<file path="src/rtl/audio_sample_feeder.sv">
// Sample memory -> prefetch FIFO -> one PCM sample per I2S frame (LRCLK fall).
// Define AUDIO_FEEDER_LOOP_EN to wrap at LAST_ADDR instead of stopping.
module audio_sample_feeder #(
  parameter int unsigned ADDR_W = 20,
  parameter int unsigned DATA_W = 16,
  parameter int unsigned FIFO_DEPTH = 8,
  parameter logic [ADDR_W-1:0] START_ADDR = '0,
  parameter logic [ADDR_W-1:0] LAST_ADDR = 20'h0FFFF
) (
  input  logic              CLK,
  input  logic              RESET_N,
  input  logic              PLAY,
  input  logic              LRCLK,
  output logic [ADDR_W-1:0] MEM_ADDR,
  output logic              MEM_RD,
  input  logic              MEM_ACK,
  input  logic [DATA_W-1:0] MEM_DATA,
  output logic [DATA_W-1:0] SAMPLE,
  output logic              SAMPLE_STB,
  output logic              DONE,
  output logic [7:0]        UNDERRUN
);

  localparam int unsigned PTR_W = $clog2(FIFO_DEPTH);
  localparam int unsigned CNT_W = PTR_W + 1;
  localparam logic [CNT_W-1:0] DEPTH_C = CNT_W'(FIFO_DEPTH);

  typedef enum logic [1:0] {
    S_IDLE,
    S_REQ,
    S_WAIT
  } fetch_e;

  fetch_e r_state;
  logic r_mem_rd;
  logic [ADDR_W-1:0] r_addr;
  logic r_end;

  logic r_lr_s1;
  logic r_lr_s2;
  logic r_lr_prev;

  logic [DATA_W-1:0] r_fifo [FIFO_DEPTH];
  logic [PTR_W-1:0] r_wr_ptr;
  logic [PTR_W-1:0] r_rd_ptr;
  logic [CNT_W-1:0] r_count;

  logic [DATA_W-1:0] r_sample;
  logic r_stb;
  logic r_done;
  logic [7:0] r_underrun;

  logic w_lr_fall;
  logic w_frame;
  logic w_empty;
  logic w_full;
  logic w_push;
  logic w_pop;

  assign w_lr_fall = r_lr_prev & ~r_lr_s2;
  assign w_frame = w_lr_fall & PLAY;
  assign w_empty = (r_count == '0);
  assign w_full = (r_count == DEPTH_C);
  // An ACK that lands after PLAY drops is absorbed but never stored.
  assign w_push = (r_state == S_WAIT) & MEM_ACK & PLAY;
  assign w_pop = w_frame & ~w_empty;

  assign MEM_ADDR = r_addr;
  assign MEM_RD = r_mem_rd;
  assign SAMPLE = r_sample;
  assign SAMPLE_STB = r_stb;
  assign DONE = r_done;
  assign UNDERRUN = r_underrun;

  always_ff @(posedge CLK or negedge RESET_N) begin
    if (!RESET_N) begin
      r_lr_s1 <= 1'b1;
      r_lr_s2 <= 1'b1;
      r_lr_prev <= 1'b1;
    end else begin
      r_lr_s1 <= LRCLK;
      r_lr_s2 <= r_lr_s1;
      r_lr_prev <= r_lr_s2;
    end
  end

  always_ff @(posedge CLK or negedge RESET_N) begin
    if (!RESET_N) begin
      r_state <= S_IDLE;
      r_mem_rd <= 1'b0;
    end else begin
      unique case (r_state)
        S_IDLE: begin
          if (PLAY && !w_full && !r_end) begin
            r_state <= S_REQ;
            r_mem_rd <= 1'b1;
          end
        end
        S_REQ: begin
          r_state <= S_WAIT;
          r_mem_rd <= 1'b0;
        end
        S_WAIT: begin
          if (MEM_ACK) begin
            r_state <= S_IDLE;
          end
        end
        default: begin
          r_state <= S_IDLE;
          r_mem_rd <= 1'b0;
        end
      endcase
    end
  end

  always_ff @(posedge CLK or negedge RESET_N) begin
    if (!RESET_N) begin
      r_addr <= START_ADDR;
      r_end <= 1'b0;
    end else if (!PLAY) begin
      r_addr <= START_ADDR;
      r_end <= 1'b0;
    end else if (w_push) begin
      if (r_addr == LAST_ADDR) begin
`ifdef AUDIO_FEEDER_LOOP_EN
        r_addr <= START_ADDR;
`else
        r_end <= 1'b1;
`endif
      end else begin
        r_addr <= r_addr + ADDR_W'(1);
      end
    end
  end

  always_ff @(posedge CLK) begin
    if (w_push) begin
      r_fifo[r_wr_ptr] <= MEM_DATA;
    end
  end

  always_ff @(posedge CLK or negedge RESET_N) begin
    if (!RESET_N) begin
      r_wr_ptr <= '0;
      r_rd_ptr <= '0;
      r_count <= '0;
    end else if (!PLAY) begin
      r_wr_ptr <= '0;
      r_rd_ptr <= '0;
      r_count <= '0;
    end else begin
      if (w_push) begin
        r_wr_ptr <= r_wr_ptr + PTR_W'(1);
      end
      if (w_pop) begin
        r_rd_ptr <= r_rd_ptr + PTR_W'(1);
      end
      unique case ({w_push, w_pop})
        2'b10: r_count <= r_count + CNT_W'(1);
        2'b01: r_count <= r_count - CNT_W'(1);
        default: r_count <= r_count;
      endcase
    end
  end

  // Pop decision uses the pre-push count, so an empty frame never sees
  // data arriving in the same cycle.
  always_ff @(posedge CLK or negedge RESET_N) begin
    if (!RESET_N) begin
      r_sample <= '0;
      r_stb <= 1'b0;
      r_done <= 1'b0;
      r_underrun <= '0;
    end else begin
      r_stb <= 1'b0;
      if (!PLAY) begin
        r_sample <= '0;
        r_done <= 1'b0;
      end else begin
        if (w_frame) begin
          r_stb <= 1'b1;
          r_sample <= w_empty ? '0 : r_fifo[r_rd_ptr];
          if (w_empty && !r_end && (r_underrun != 8'hFF)) begin
            r_underrun <= r_underrun + 8'd1;
          end
        end
        if (r_end && w_empty) begin
          r_done <= 1'b1;
        end
      end
    end
  end

endmodule

</file>
<file path="config.mk">
export PLATFORM = sky130hd
export DESIGN_NAME = audio_sample_feeder
export DESIGN_NICKNAME = d
export VERILOG_FILES = /design/src/rtl/audio_sample_feeder.sv
export SDC_FILE = /design/constraint.sdc
export NUM_CORES = 1
export LEC_CHECK = 0
export BUFFER_PORTS_ARGS = -buffer_cell sky130_fd_sc_hd__buf_2
export CAP_MARGIN = 10
export CORE_MARGIN = 1.5
export CORE_UTILIZATION = 37
export CTS_CLUSTER_SIZE = 28
export DETAILED_ROUTE_END_ITERATION = 10
export PLACE_DENSITY_LB_ADDON = 0.05
export SYNTH_ARGS = -nofsm -noshare
export SYNTH_HDL_FRONTEND = slang
export SYNTH_SLANG_ARGS = --single-unit
export TNS_END_PERCENT = 50
</file>
<file path="constraint.sdc">
create_clock -name CLK -period 4.2 [get_ports CLK]
set_clock_uncertainty 0.05 [all_clocks]
set_input_delay 0.84 -clock CLK [delete_from_list [all_inputs] [get_ports CLK]]
set_output_delay 0.84 -clock CLK [all_outputs]
set_load 0.02 [all_outputs]
</file>
==> results by group <==
Run status
  • Status: finished, final reports clean

STA
  • Setup repair after global routing missed its margin: no
  • Min Clock Period, post-route: 2.81 ns
  • Rel. slew slack: 0.359
  • Pins over their slew limit: 0
  • Maximum clock rate: 356 MHz
  • Final count of hold timing violations: 0
  • Final Hold Slack: 0.315 ns
  • Worst-margin pin slew: 0.962 ns
  • Final clock period utilization by the worst path: 0.669
  • Setup violation total in the final timing report: 0
  • Final-layout setup total negative slack: 0 ns

CTS
  • Clock buffers created by TritonCTS: 17
  • Clock tree from TritonCTS: yes
  • Count of cells resized by post-cts repair: 0
  • Clock network latency to the later pin of the worst-skew pair: 0.42 ns
  • Post-CTS setup buffers: 0
  • Max H-tree Level: 4
  • Clock transition at path regs: 0.07 ns
  • Longest Clk Path Bufs: 2
  • Number of clock sinks: 191
  • Number of buffers added to fix hold violations after cts: 0
  • Library cell used as clock root buffer: clkbuf_16

Logic synthesis
  • Sequential fraction of the synthesis area: 0.681
  • Number of enable-type register cells in the synthesized netlist: 128
  • Cell types with the largest area share after synthesis: edfxtp_1, dfrtp_1, mux4_2
  • Most instantiated cells after synthesis: edfxtp_1, dfrtp_1, nand2_1, mux4_2, mux2i_1
  • Cell taking the most area after synthesis: edfxtp_1
  • Warning count from the yosys run: 0
  • Library cells used by synthesis: 50
  • Synthesis-stage register bit count: 191
  • Post-synth design cell area: 0.00796 mm^2
  • Ys flop type: edfxtp_1
  • Average cell area after synthesis: 15.8 um^2
  • Most instantiated library cell after synthesis: edfxtp_1
  • Post-Synthesis Net Count: 531
  • Yosys top cell area share: 0.483
  • Number of standard cells after synthesis: 504
  • Share of async-settable or async-resettable flops after synthesis: 0.330

Global route
  • Vias in the first global route: 4772
  • Total congestion overflow: 0
  • Largest net degree at the start of global routing: 37
  • Total Routing Usage GR: 0.164
  • Number of antenna violations at the first check in global routing: 0
  • Wire length of the first global-routing pass: 26.9 mm

Place
  • Gpl congestion: 0.743
  • Post-placement cell count: 842
  • Total half-perimeter wirelength after legalization and detailed placement: 10.9 mm
  • Number of I/O port buffers: 67

Pwr
  • Sequential group share of total power: 0.503
  • Leakage: 3.40 nW
  • Ratio of total power to cell area: 475 mW/mm^2
  • Clock network fraction of design power: 0.365
  • Internal power consumption: 3.23 mW
  • Net Sw Frac: 0.269
  • Switch Pwr: 1.19 mW
  • IR Drop Worst-Case VDD: 0.267 mV
  • Portion of total power attributed to combinational logic: 0.133

Route
  • Detailed Routing Iterations Pass 1: 4
  • Detail-routed via count per cell: 5.21
  • Post-Route WL: 17.2 mm
  • Number of remaining DRC errors: 0
  • DRC marker count from the first detailed-route iteration: 228
  • Post-detailed-route wirelength per cell: 19.6 um
  • Remaining number of nets flagged by the antenna check after routing: 0
  • Routed via count: 4551

Setup path
  • Critical Setup Path Class: reg2reg
  • CP cell instances: nor4_1 > nor3_1 > ha_1 > o21a_1 > o311ai_0 > o21a_1 > o31ai_1
  • Largest incremental delay on the critical path: 0.79 ns
  • Endpoint class of the critical path: flop
  • Data required time at the worst endpoint: 4.45 ns
  • Startpoint class of the critical path: flop
  • Top Family by Delay on Critical Path: simple AND/OR/NAND/NOR gates
  • Max FO, Critical Path: 9
  • Library cell contributing the largest single delay on the critical path: nor4_1
  • Critical path buffers and inverters: 0
  • Critical path arrival: 3.06 ns
  • Most repeated library cell on the critical path: o21a_1

Die
  • Core Footprint: 0.0211 mm^2
  • Starting utilization of the core area: 0.377
  • Ports: 68
  • Floorplan die width: 150 um
  • DIE AREA: 0.0224 mm^2
  • Cell row count: 53
  • Die outline height: 150 um

Final layout
  • Core occupancy in the finished layout: 0.441
  • Number of nets in the finished design: 613
  • Fill cells: 1898
  • Area grow syn2layout: 16.7%
  • Filler-free cell count of the finished design: 874
  • Share of post-route cells with drive strength above 1: 0.280
  • Antenna fix cells: 0

Flow run
  • Max-Cap Viols: 0

Worst hold path
  • Class of the worst hold path: reg2reg
[flip-flops by register name, indices dropped and copies added, names as in the netlist, 2 cells and up]
| register | cells |
|---|---|
| MEM_ADDR | 20 |
| SAMPLE | 16 |
| UNDERRUN | 8 |
| r_count | 4 |
| r_fifo | 128 |
| r_rd_ptr | 3 |
| r_state | 2 |
| r_wr_ptr | 3 |
[layer usage]
metal	routed length (um)	vias up	GRT usage
met5	0	-	0
met4	172	0	0.0422
met3	593	19	0.0384
met2	8420	72	0.269
met1	7970	2343	0.220
li1	-	2117	-
[cells in the final DEF (no fill, tap or decap), types with 6 or more instances in the layout]
master | netlist | layout
edfxtp_1 | 128 | 128
buf_2 | 7 | 67
dfrtp_1 | 60 | 59
nand2_1 | 47 | 47
mux4_2 | 32 | 32
mux2i_1 | 30 | 30
o21ai_0 | 20 | 20
buf_4 | 0 | 20
nor2_1 | 19 | 19
nand2b_1 | 17 | 17
clkbuf_16 | 0 | 17
a21oi_1 | 12 | 12
nand3_1 | 9 | 9
xnor2_1 | 9 | 9
inv_1 | 7 | 7
nor4_1 | 6 | 6
xor2_1 | 6 | 6
or4_1 | 6 | 6
ha_1 | 6 | 6
[per-stage QoR]
| step | power [mW] | cell area (um^2) | setup WS [ns] |
|---|---|---|---|
| global placement | 2.85 | 8700 | 1.18 |
| finish | 4.41 | 9290 | 1.39 |
| global route | 4.62 | 9290 | 1.10 |
| CTS | 4.48 | 9290 | 1.40 |
| detailed placement | 2.86 | 8700 | 1.13 |
| floorplan | 2.66 | 7960 | 0.899 |
[logic make-up after synthesis]
| group | count (synthesis) | share of synthesized area |
|---|---|---|
| mux | 63 | 0.130 |
| buf+inv | 31 | 0.0157 |
| flops | 191 | 0.681 |
| compound gates | 58 | 0.0495 |
| xor+xnor | 15 | 0.0165 |
| simple gates | 140 | 0.0978 |
| fa+ha+maj | 6 | 0.00943 |
[path summary, 6_finish.rpt]
kind                                        startpoint                       end  slack (ns)  depth (start not counted)
worst min-delay path                 r_lr_s1$_DFF_PN1_         r_lr_s2$_DFF_PN1_        0.32                          0
worst max register to register  r_count[1]$_DFFE_PN0P_    r_count[3]$_DFFE_PN0P_        1.39                          7
worst min register to register       r_lr_s1$_DFF_PN1_         r_lr_s2$_DFF_PN1_        0.32                          0
max in group asynchronous                      RESET_N         r_lr_s2$_DFF_PN1_        2.62                          2
worst max-delay path            r_count[1]$_DFFE_PN0P_    r_count[3]$_DFFE_PN0P_        1.39                          7
min in group asynchronous                      RESET_N  MEM_ADDR[13]$_DFFE_PN0P_        0.46                          1
[worst reg2reg max path: stages, from the launching register on]
cell	delay [ns]
dfrtp_1	0.48
nor4_1	0.79
nor3_1	0.26
ha_1	0.41
o21a_1	0.14
o311ai_0	0.33
o21a_1	0.15
o31ai_1	0.06
[power by group through the flow]
stage,combinational (mW),clock (mW),sequential [mW]
6_report,0.585,1.61,2.22
5_1_grt,0.647,1.74,2.24
4_1_cts,0.597,1.66,2.22
3_5_place_dp,0.594,0,2.26
3_3_place_gp,0.590,0,2.26
2_1_floorplan,0.398,0,2.26
[cell type report]
cell class	count	area (um^2)	share of cell area
clock buffers	19	443	0.0477
flip-flops and latches	191	5430	0.584
inverters	7	26.3	0.00283
well taps	275	344	0.0370
clock inverters	13	146	0.0158
repair buffers	87	485	0.0522
multi-input cells	282	2420	0.261
Note: power is estimated with default switching activity, not from simulation.
